--- src/rtl/siren_pkg.sv ---
// rtl/siren_pkg.sv - shared types, constants and lamp decode for the siren light-bar generator
// Contents:
//   mode_t        2-bit mode encoding (OFF, ALTERNATE, STROBE, CHASE)
//   STEPS_PER_FRAME / STEP_W  sequencer geometry
//   lamp_pattern  lamp vector for a given mode, step and lamp count (up to MAX_LAMPS)
package siren_pkg;

  localparam int STEPS_PER_FRAME = 8;
  localparam int STEP_W          = 3;
  localparam int MAX_LAMPS       = 16;

  typedef enum logic [1:0] {
    MODE_OFF    = 2'd0,
    MODE_ALT    = 2'd1,
    MODE_STROBE = 2'd2,
    MODE_CHASE  = 2'd3
  } mode_t;

  // Even lamp indices form the red group, odd indices the blue group.
  // Bits at or above n are always 0.
  function automatic logic [MAX_LAMPS-1:0] lamp_pattern(input mode_t m,
                                                        input logic [STEP_W-1:0] s,
                                                        input int n);
    logic [MAX_LAMPS-1:0] even_m;
    logic [MAX_LAMPS-1:0] odd_m;
    logic [MAX_LAMPS-1:0] r;
    even_m = '0;
    odd_m  = '0;
    r      = '0;
    for (int i = 0; i < MAX_LAMPS; i++) begin
      if (i < n) begin
        if ((i % 2) == 0) even_m[i] = 1'b1;
        else              odd_m[i]  = 1'b1;
      end
    end
    case (m)
      // s[2] selects the second half of the frame (steps 4..7)
      MODE_ALT:    r = s[2] ? odd_m : even_m;
      // strobe flashes on the even steps of each half
      MODE_STROBE: if (!s[0]) r = s[2] ? odd_m : even_m;
      // step never exceeds 7, so lamps 8+ stay dark when n > 8
      MODE_CHASE: begin
        for (int i = 0; i < MAX_LAMPS; i++) begin
          if (i < n && (int'(s) % n) == i) r[i] = 1'b1;
        end
      end
      default:     r = '0;
    endcase
    return r;
  endfunction

endpackage

--- src/rtl/siren_prescaler.sv ---
// rtl/siren_prescaler.sv - step-rate prescaler for the siren pattern sequencer
// Ports:
//   clk_in  in   1  clock
//   rst_n   in   1  asynchronous active-low reset
//   enb     in   1  count enable; counter holds while low
//   clear   in   1  force counter to 0 (frame restart), overrides counting
//   tick    out  1  high on the last count of each step while enabled
module siren_prescaler #(
  parameter int STEP_DIV = 15625000
) (
  input  logic clk_in,
  input  logic rst_n,
  input  logic enb,
  input  logic clear,
  output logic tick
);

  localparam int                CNT_W = (STEP_DIV > 1) ? $clog2(STEP_DIV) : 1;
  localparam logic [CNT_W-1:0]  LAST  = CNT_W'(STEP_DIV - 1);

  logic [CNT_W-1:0] count;

  assign tick = enb && (count == LAST);

  always_ff @(posedge clk_in or negedge rst_n) begin
    if (!rst_n) begin
      count <= '0;
    end else if (clear) begin
      count <= '0;
    end else if (enb) begin
      count <= tick ? '0 : count + CNT_W'(1);
    end
  end

endmodule

--- src/rtl/siren_pattern_gen.sv ---
// rtl/siren_pattern_gen.sv - multi-lamp siren light-bar pattern generator
// Ports:
//   clk_in       in   1          clock
//   rst_n        in   1          asynchronous active-low reset
//   enb          in   1          run enable; low freezes sequencer and blanks lamps
//   mode         in   2          requested mode (0 OFF, 1 ALT, 2 STROBE, 3 CHASE)
//   lamp         out  NUM_LAMPS  registered lamp drive, 1 = lit
//   step         out  3          current step 0..7
//   frame_pulse  out  1          one-cycle pulse on step wrap 7->0
//   mode_active  out  2          mode currently applied
module siren_pattern_gen
  import siren_pkg::*;
#(
  parameter int STEP_DIV  = 15625000,
  parameter int NUM_LAMPS = 4
) (
  input  logic                 clk_in,
  input  logic                 rst_n,
  input  logic                 enb,
  input  logic [1:0]           mode,
  output logic [NUM_LAMPS-1:0] lamp,
  output logic [STEP_W-1:0]    step,
  output logic                 frame_pulse,
  output logic [1:0]           mode_active
);

  localparam logic [STEP_W-1:0] LAST_STEP = STEP_W'(STEPS_PER_FRAME - 1);

  mode_t                mode_q, mode_nxt, req;
  logic [STEP_W-1:0]    step_q, step_nxt;
  logic                 tick, clear, fp_nxt;
  logic [MAX_LAMPS-1:0] pat;
  logic [NUM_LAMPS-1:0] lamp_nxt;
  logic                 unused_pat;

  siren_prescaler #(.STEP_DIV(STEP_DIV)) u_prescaler (
    .clk_in (clk_in),
    .rst_n  (rst_n),
    .enb    (enb),
    .clear  (clear),
    .tick   (tick)
  );

  // Mode application: a safety blank acts at once, a start from OFF restarts
  // the frame, anything else waits for the frame boundary.
  always_comb begin
    req      = mode_t'(mode);
    mode_nxt = mode_q;
    step_nxt = step_q;
    clear    = 1'b0;
    fp_nxt   = tick && (step_q == LAST_STEP);
    if (enb) begin
      if (req == MODE_OFF && mode_q != MODE_OFF) begin
        mode_nxt = MODE_OFF;
        if (tick) step_nxt = step_q + STEP_W'(1);
      end else if (mode_q == MODE_OFF && req != MODE_OFF) begin
        mode_nxt = req;
        step_nxt = '0;
        clear    = 1'b1;
      end else if (tick) begin
        step_nxt = step_q + STEP_W'(1);
        if (step_q == LAST_STEP) mode_nxt = req;
      end
    end
  end

  always_comb begin
    pat      = lamp_pattern(mode_q, step_q, NUM_LAMPS);
    lamp_nxt = enb ? pat[NUM_LAMPS-1:0] : '0;
  end

  assign unused_pat = ^pat;

  always_ff @(posedge clk_in or negedge rst_n) begin
    if (!rst_n) begin
      step_q      <= '0;
      mode_q      <= MODE_OFF;
      lamp        <= '0;
      frame_pulse <= 1'b0;
    end else begin
      step_q      <= step_nxt;
      mode_q      <= mode_nxt;
      lamp        <= lamp_nxt;
      frame_pulse <= fp_nxt;
    end
  end

  assign step        = step_q;
  assign mode_active = mode_q;

endmodule

--- config.mk ---
export PLATFORM = sky130hd
export DESIGN_NAME = siren_pattern_gen
export DESIGN_NICKNAME = d
export VERILOG_FILES = /design/src/rtl/siren_pkg.sv /design/src/rtl/siren_prescaler.sv /design/src/rtl/siren_pattern_gen.sv
export SDC_FILE = /design/constraint.sdc
export NUM_CORES = 1
export LEC_CHECK = 0
export ABC_CLOCK_PERIOD_IN_PS = 4200
export CORE_AREA = 2 2 64 66
export DETAILED_ROUTE_END_ITERATION = 10
export DIE_AREA = 0 0 66 68
export PLACE_DENSITY_LB_ADDON = 0.15
export SYNTH_ARGS = -nofsm -noshare
export SYNTH_HDL_FRONTEND = slang
export SYNTH_SLANG_ARGS = --single-unit
--- constraint.sdc ---
create_clock -name clk_in -period 4.2 [get_ports clk_in]
set_clock_uncertainty 0.1 [all_clocks]
set_input_delay 1.26 -clock clk_in [delete_from_list [all_inputs] [get_ports clk_in]]
set_output_delay 1.26 -clock clk_in [all_outputs]
set_load 0.05 [all_outputs]
# Word-level counts from Yosys, hierarchy flattened
# Cells that the tools add are included.
[classes]
muxes = 21
eq_ne = 8
reduce_logical = 13
n_addsub = 2
[ops]
columns = ["operator", "n"]
rows = [
  ["$mux 24", 3],
  ["$logic_not 32->1", 1],
  ["$add 24x1->24 const B", 1],
  ["$eq 24x24->1 const B", 1],
  ["$mux 4", 3],
  ["$pmux 4 s3", 1],
  ["$mux 3", 3],
  ["$eq 2x2->1 const B", 4],
  ["$mux 2", 4],
  ["$mux 1", 7],
  ["$reduce_bool 2->1", 3],
  ["$reduce_bool 3->1", 2],
  ["$eq 2x1->1 const B", 2],
  ["$logic_and 1x1->1", 4],
  ["$logic_not 2->1", 2],
  ["$add 3x1->3 const B", 1],
  ["$eq 3x3->1 const B", 1],
  ["$reduce_and 3->1", 1],
]
[totals]
wordCells = 49
output_inout_bits = 10
register_bits = 34
in_bits = 5

# Longest topological paths before layout
# Gate-level depths: netlist of the first run.
[logic_depth]
depth_word = 6
depth_mapped = 7
mapped_depth_nobuf = 6

# Cells and area by module
# From an unflattened synthesis of the first run, not the netlist that was laid out.
[hier_totals]
cells_unflattened = 204
hier_area_um2 = 2033.2
[by_module_without_submodules]
columns = ["mod", "n_inst", "seq_area_each_um2", "area_each_um2", "cells_each"]
rows = [
  ["siren_prescaler", 1, 600.6, 1453.9, 151],
  ["siren_pattern_gen", 1, 250.2, 579.3, 53],
]

# Worst setup path before layout of the first run
# No wires, ideal clock.
[synth_path]
kind = "input-to-reg"
from = "input port enb"
to = "register u_prescaler.count[0]"
setup_time_ns = 0.119
path_stages = 7
arrival_time_ns = 2.600
required_time_ns = 3.981
setup_slack_ns = 1.381
n_path_buf = 2
cell_sequence = "clkbuf_1 -> nand4_1 -> nor4_2 -> nor4b_4 -> a21o_1 -> buf_4 -> nor2_1"
[synth_between]
elab_chain_len = 4
word_cells_on_any_way = 6
classes_between = "mux (4); reduce/logical (2)"
[synth_rtl]
columns = ["element", "line_no", "text"]
rows = [
  ["start: declaration", "siren_pattern_gen.sv:19", "input logic enb,"],
  ["$logic_and 1x1->1", "siren_prescaler.sv:23", "assign tick = enb && (count == LAST);"],
  ["$mux 24", "siren_prescaler.sv:31", "count <= tick ? '0 : count + CNT_W'(1);"],
  ["$mux 24", "siren_prescaler.sv:30", "end else if (enb) begin"],
  ["$mux 24", "siren_prescaler.sv:28", "end else if (clear) begin"],
  ["end signal: assignment", "siren_prescaler.sv:31", ""],
  ["end: declaration", "siren_prescaler.sv:21", "logic [CNT_W-1:0] count;"],
]
# Parallel ways exist; a longest one is shown, timed or not. The select of a mux whose other input is x is not followed.
# A chain may end at the register's enable or synchronous reset.

# Worst setup path after layout of the first run
[layout_path]
from = "register mode_q[0], in the netlist mode_active[0]"
to = "output port mode_active[0]"
[layout_lines]
columns = ["element", "line_no", "text"]
rows = [
  ["start: declaration", "siren_pattern_gen.sv:29", "mode_t mode_q, mode_nxt, req;"],
  ["start signal: assignment", "siren_pattern_gen.sv:82", "mode_q <= mode_nxt;"],
  ["end: declaration", "siren_pattern_gen.sv:24", "output logic [1:0] mode_active"],
]
# No word-level cell between the ends.

==> results by group, run 1 <==
Yosys
  – Synth top area share: about 46%
  – Main synth FF type: dfrtp_1
  – Synth warnings: 0
  – Post-synthesis cell type count: 37
  – EDFF count, synth: 0
  – Post-synth net total: 197
  – Synth area leader: dfrtp_1
  – Area contributors post-synth: dfrtp_1 46%, xor2_1 8.1%, nor2_1 5.9%
  – Avg Synthesized Cell Area: 9.948 µm²
  – Post-synthesis instance total: 184
  – Synthesis-stage register bit count: 34
  – Mapped Area: 0.001831 mm²
  – Post-synthesis sequential area ratio: 46.48%
  – Ys async rst share: 100.0%

Clock network
  – Clock root buffer: clkbuf_8
  – CTS tree: built
  – TritonCTS Buffers: 5
  – Quantity of hold-fixing buffers added after cts: 0
  – Worst-Skew Late Latency: 0.28 ns
  – Postcts setup bufs: 0
  – Clock sinks: 34
  – CTS max path bufs: 2
  – Clock Pin Slew Worst Setup and Hold Paths: 0.06 ns
  – Max H-tree Level: 2
  – Post-CTS resize count: 0

Timing
  – Hold Worst Slack: 0.4482 ns
  – Setup violators final: 0
  – FMAX: 329.3 MHz
  – RSZ-0062 raised after global routing: no
  – Final-report hold violation count: 0
  – Normalized max-slew margin: 48.40%
  – Crit path time final: between 3 and 4 ns
  – Worst-Margin Slew: 0.7676 ns
  – Final setup TNS: 0 ns
  – Fin crit share: just over 70%
  – Final max-slew violation count: 0
  – Worst setup margin: 1.163 ns

Floorplan
  – Die Height: 68 µm
  – Site Rows: 23
  – Io pins: 15
  – Die Width: about 66 µm
  – Core area: 0.003856 mm²
  – Die ar.: 0.004488 mm²
  – Initial Util: 47.47%

Finish
  – Most common cell after layout, fill and taps aside: dfrtp_1
  – Fraction of layout cells with a size suffix above 1: 6.373%
  – Layout area overhead: 15.45%
  – Fin area: roughly 0.0021 mm²
  – # diodes: 0
  – Nets: between 200 and 250
  – Commonest non-fill, non-tap cells in the layout: 34 x dfrtp_1, 29 x nor2_1, 17 x xor2_1

Worst setup path
  – CP delay by family, top: buffers and inverters
  – Crit path from: mode_active[0]
  – Critical path buffer and inverter count: 1
  – CP Depth: 1
  – Required time worst endpoint: 2.84 ns
  – Critical path class: reg -> out
  – CP Data Arrival Time: 1.68 ns
  – Crit-path cells: clkdlybuf4s50_1
  – Critical R2R Capture: u_prescaler.count[21]
  – Slowest library cell on the worst path: clkdlybuf4s50_1
  – Critical Path End Type: output port
  – Worst path max stage delay: 0.87 ns
  – R2r startpoint: u_prescaler.count[15]
  – CP Max Fanout: 11
  – Setup crit end: mode_active[0]
  – CP startpoint kind: register
  – Reg2Reg Depth: 7
  – Worst R2R Setup Slack: ~1.8 ns

Outcome
  – Outcome: finished, final reports clean

Route
  – Drt wl/cell: between 10 and 15 µm
  – Drt initial violations: 47
  – Drt drc: 0
  – Via count: around 1400
  – Final antenna-violating net count: 0
  – Post-DR vias/cell: ~5.3
  – DR pass1 iterations: 4
  – Final WL: between 3000 and 4000 µm

Pwr
  – Flop pwr share: 43.0%
  – Combinational Power Share: 35.4%
  – Net switching power: 0.0003882 W
  – PwrDens: roughly 480 mW/mm²
  – Sw Ratio: 38.51%
  – Pint: between 0.0006 and 0.0007 W
  – Max IR drop VDD: 0.2701 mV
  – Clock share of power: 21.6%
  – Power Total: 0.001008 W
  – Leak pwr: roughly 0.96 nW

Placement
  – GPL Wtd Cong: 0.8353
  – Port bufs: 14
  – Placed cell area: 0.002037 mm²
  – Pre-CTS WS: 0.9882 ns
  – Final HPWL DP: 2549 µm

Global routing
  – Initial antenna violation count: 0
  – First-pass GRT wire length: 6285 µm
  – Overflow after GRT: 0
  – Vias in the first global route: around 1400
  – Total GRT Usage: a little under a fifth
  – Largest net degree at the start of global routing: 35

Worst hold path
  – Hold/Removal Path Class: reg -> reg

Job
  – Max-cap viol count: 0
logic make-up after synthesis:
group	Yosys count	synth area share, %
DFF	34	46.48
and+or+nand+nor	85	25.09
adders and majority gates	8	5.468
xor gates and xnor gates	24	11.48
buffers and inverters	14	3.281
AOI/OAI and AO/OA	17	7.109
muxes	2	1.094
power by group through the flow:
stage	clock, W	sequential (W)	combinational, W
6_report	0.000218	0.000433	0.000356
5_1_grt	0.000240	0.000441	0.000397
4_1_cts	0.000225	0.000433	0.000360
3_5_place_dp	0	0.000439	0.000359
3_3_place_gp	0	0.000435	0.000354
2_1_floorplan	0	0.000521	0.000162
metrics by stage:
step / util, % / cells
after floorplan: - / 184
after global placement: 52.82 / 247
after detailed placement: 52.82 / 247
after CTS: 54.80 / 254
after global routing: 54.80 / 254
final: 54.80 / 254
area by class of cell:
| class | count | area, µm² |
|---|---|---|
| inverters | 9 | 33.78 |
| fillers | 367 | 1743 |
| clock buffers | 7 | 76.32 |
| repair buffers | 18 | 170.2 |
| multi-input cells | 136 | 919.6 |
| flip-flops and latches | 34 | 850.8 |
| well taps | 50 | 62.56 |
registers in the layout, indices dropped and copies added, names as in the netlist:
register           count
lamp                   4
mode_active            2
frame_pulse            1
step                   3
u_prescaler.count     24
worst min-delay path by stage:
stage | start | end | slack, ns | cells past startpoint
after floorplan | u_prescaler.count[14] | u_prescaler.count[14] | 0.40 | 2
after detailed placement | u_prescaler.count[23] | u_prescaler.count[23] | 0.42 | 2
after CTS | u_prescaler.count[23] | u_prescaler.count[23] | 0.44 | 2
after global routing | u_prescaler.count[22] | u_prescaler.count[22] | 0.48 | 2
after global placement | u_prescaler.count[19] | u_prescaler.count[19] | 0.42 | 2
final | u_prescaler.count[23] | u_prescaler.count[23] | 0.45 | 2
cells in the mapped netlist, types with 2 or more instances:
master,instances
nand4b_1,2
xnor2_1,7
nor2_1,29
inv_1,9
a22o_1,4
o21ai_0,2
buf_4,2
nor3_1,3
and2_1,2
dfrtp_1,34
o22ai_1,2
nand2_1,10
and3_1,5
nor4_2,2
ha_1,8
nand4_1,7
xor2_1,17
mux2i_1,2
and2_0,2
a21boi_0,4
clkbuf_1,2
nand3b_1,2
nand3_1,13
layer usage:
| metal | up-vias | track usage, % | share of wire [%] | wire (µm) |
|---|---|---|---|---|
| li1 | 669 | - | - | - |
| met3 | 7 | 5.921 | 4.3 | 150 |
| met1 | 658 | 23.74 | 48 | 1692 |
| met4 | 0 | 7.908 | 1.7 | 59 |
| met2 | 22 | 29.42 | 46 | 1616 |
| met5 | - | 0 | 0 | 0 |
No activity file was read; power rests on OpenSTA's default activity.
==> run 2: changes to the inputs <==
- ABC_CLOCK_PERIOD_IN_PS: 4200 -> 2700
- clock period: 4.2 -> 2.7 ns (I/O delays scaled with it)
==> results by group, run 2 (synthesis gave the netlist of run 1 again) <==
Timing
  – RSZ-0062 raised after global routing: no
  – Worst setup margin: 0.08611 ns (-1.077 ns)
  – Worst-Margin Slew: 0.7754 ns (+0.007872 ns)
  – Final-report hold violation count: 0 (unchanged)
  – Crit path time final: 2.614 ns
  – Final setup TNS: 0 ns (unchanged)
  – Setup violators final: 0 (unchanged)
  – Fin crit share: just under 100%
  – Final max-slew violation count: 0 (unchanged)
  – Normalized max-slew margin: 47.87% (-0.53 points)
  – FMAX: 382.6 MHz

Global routing
  – First-pass GRT wire length: 6644 µm (+5.7%)
  – Total GRT Usage: 19.68% (+1.1 points)
  – Vias in the first global route: 1397 (-3.0%)
  – Initial antenna violation count: 0 (unchanged)
  – Overflow after GRT: 0 (unchanged)
  – Largest net degree at the start of global routing: 35 (unchanged)

Worst setup path
  – Required time worst endpoint: 1.79 ns (-1.05 ns)
  – R2r startpoint: u_prescaler.count[15]
  – Reg2Reg Depth: 6 (-1)
  – Crit-path cells: clkdlybuf4s50_1
  – Critical Path End Type: output port
  – CP Data Arrival Time: 1.70 ns (+0.02 ns)
  – CP delay by family, top: buffers and inverters
  – CP startpoint kind: register
  – Slowest library cell on the worst path: clkdlybuf4s50_1
  – Critical path buffer and inverter count: 1 (unchanged)
  – Crit path from: mode_active[0]
  – CP Max Fanout: 11 (unchanged)
  – Worst path max stage delay: 0.87 ns (about the same)
  – Critical path class: reg -> out
  – CP Depth: 1 (unchanged)

Worst hold path
  – Worst hold start: u_prescaler.count[14]
  – Hold/Removal Path Class: reg -> reg
  – Hold Path Cell Cnt: 2 (unchanged)

Floorplan
  – Core area: 0.003856 mm² (unchanged)
  – Io pins: 15 (unchanged)
  – Initial Util: 47.47% (unchanged)
  – Site Rows: 23 (unchanged)
  – Die Width: 66 µm (unchanged)
  – Die ar.: 0.004488 mm² (unchanged)
  – Die Height: 68 µm (unchanged)

Placement
  – GPL Wtd Cong: 0.8250 (-1.2%)
  – Final HPWL DP: 2691 µm (+5.6%)
  – Inst Count DP: 249 (+0.81%)
  – Pre-CTS WS: 0.03907 ns (-0.9491 ns)
  – Port bufs: 14 (unchanged)

Finish
  – Largest Register: u_prescaler.count
  – # diodes: 0 (unchanged)
  – Most common cell after layout, fill and taps aside: dfrtp_1
  – Fillcell total: 359 (-2.2%)
  – Fraction of layout cells with a size suffix above 1: 7.282% (+0.91 points)
  – Layout area overhead: 16.95%
  – Commonest non-fill, non-tap cells in the layout: 34 x dfrtp_1, 29 x nor2_1, 17 x xor2_1
  – Max FFs per register: 24 (unchanged)
  – Nets: 219 (+0.92%)
  – Final Instance Count excl. Fillers: 256 (+0.79%)

Pwr
  – PwrDens: 750.2 mW/mm² (+57%)
  – Max IR drop VDD: 0.4845 mV (+79%)
  – Leak pwr: 0.9732 nW (+1.5%)

Route
  – Drt initial violations: 126 (+170%)
  – Drt drc: 0 (unchanged)
  – DR pass1 iterations: 4 (unchanged)
  – Drt wl/cell: 14.79 µm (+6.7%)
  – Via count: 1411 (+4.1%)
  – Final antenna-violating net count: 0 (unchanged)
  – Post-DR vias/cell: 5.512 (+3.2%)
  – Final WL: 3787 µm (+7.6%)

Clock network
  – CTS max path bufs: 2 (unchanged)
  – Clock root buffer: clkbuf_8
  – Post-CTS resize count: 0 (unchanged)
  – CTS tree: built
  – Clock Pin Slew Worst Setup and Hold Paths: 0.07 ns (about the same)
  – TritonCTS Buffers: 5 (unchanged)
  – Worst-Skew Late Latency: 0.29 ns (about the same)
  – Quantity of hold-fixing buffers added after cts: 0 (unchanged)
  – Clock sinks: 34 (unchanged)
  – Max H-tree Level: 2 (unchanged)
  – Postcts setup bufs: 0 (unchanged)

Outcome
  – Outcome: finished, final reports clean

Job
  – Max-cap viol count: 0 (unchanged)
run 2: changes by cell type in the layout (fill, tap and decap cells not counted), sizes merged:
cell | previous run | this run
buf | 4 | 6
run 2: path summary, 6_finish.rpt:
path | to | slack (ns)
setup / recovery | mode_active[0] | 0.09
setup reg to reg | mode_active[1] | 0.29
hold / removal | u_prescaler.count[14] | 0.46
min in group asynchronous | u_prescaler.count[6] | 0.84
hold reg to reg | u_prescaler.count[14] | 0.46
max in group asynchronous | u_prescaler.count[20] | 1.35
run 2: routing by layer:
| layer | share of wire, % | vias to the layer above | track usage [%] | routed length, µm |
|---|---|---|---|---|
| met5 | 0 | - | 0 | 0 |
| met4 | 1.9 | 0 | 8.418 | 71 |
| met3 | 3.2 | 7 | 3.947 | 123 |
| met2 | 46 | 26 | 29.80 | 1757 |
| met1 | 48 | 699 | 27.56 | 1835 |
| li1 | - | 679 | - | - |
run 2: layout make-up:
type	count	area (µm²)	share of cell area, %
Sequential cell	34	850.8	39.74
Multi-Input combinational cell	136	919.6	42.96
Inverter	9	33.78	1.578
Clock buffer	7	76.32	3.565
Tap cell	50	62.56	2.922
Timing Repair Buffer	20	197.7	9.234
run 2: stage by stage:
step,instance area [µm²],hold WS (ns),total power [W],utilization [%]
floorplan,1831,0.4042,0.001063,-
global placement,2064,0.4239,0.001250,53.54
detailed placement,2064,0.4403,0.001269,53.54
CTS,2141,0.4626,0.001620,55.52
global route,2141,0.4859,0.001710,55.52
finish,2141,0.4551,0.001606,55.52
run 2: power by group:
part,switching [W],total [W],internal (W)
registers,0.0000879,0.000666,0.000578
logic,0.000365,0.000592,0.000227
clock network,0.000171,0.000348,0.000177
total,0.000624,0.00161,0.000982
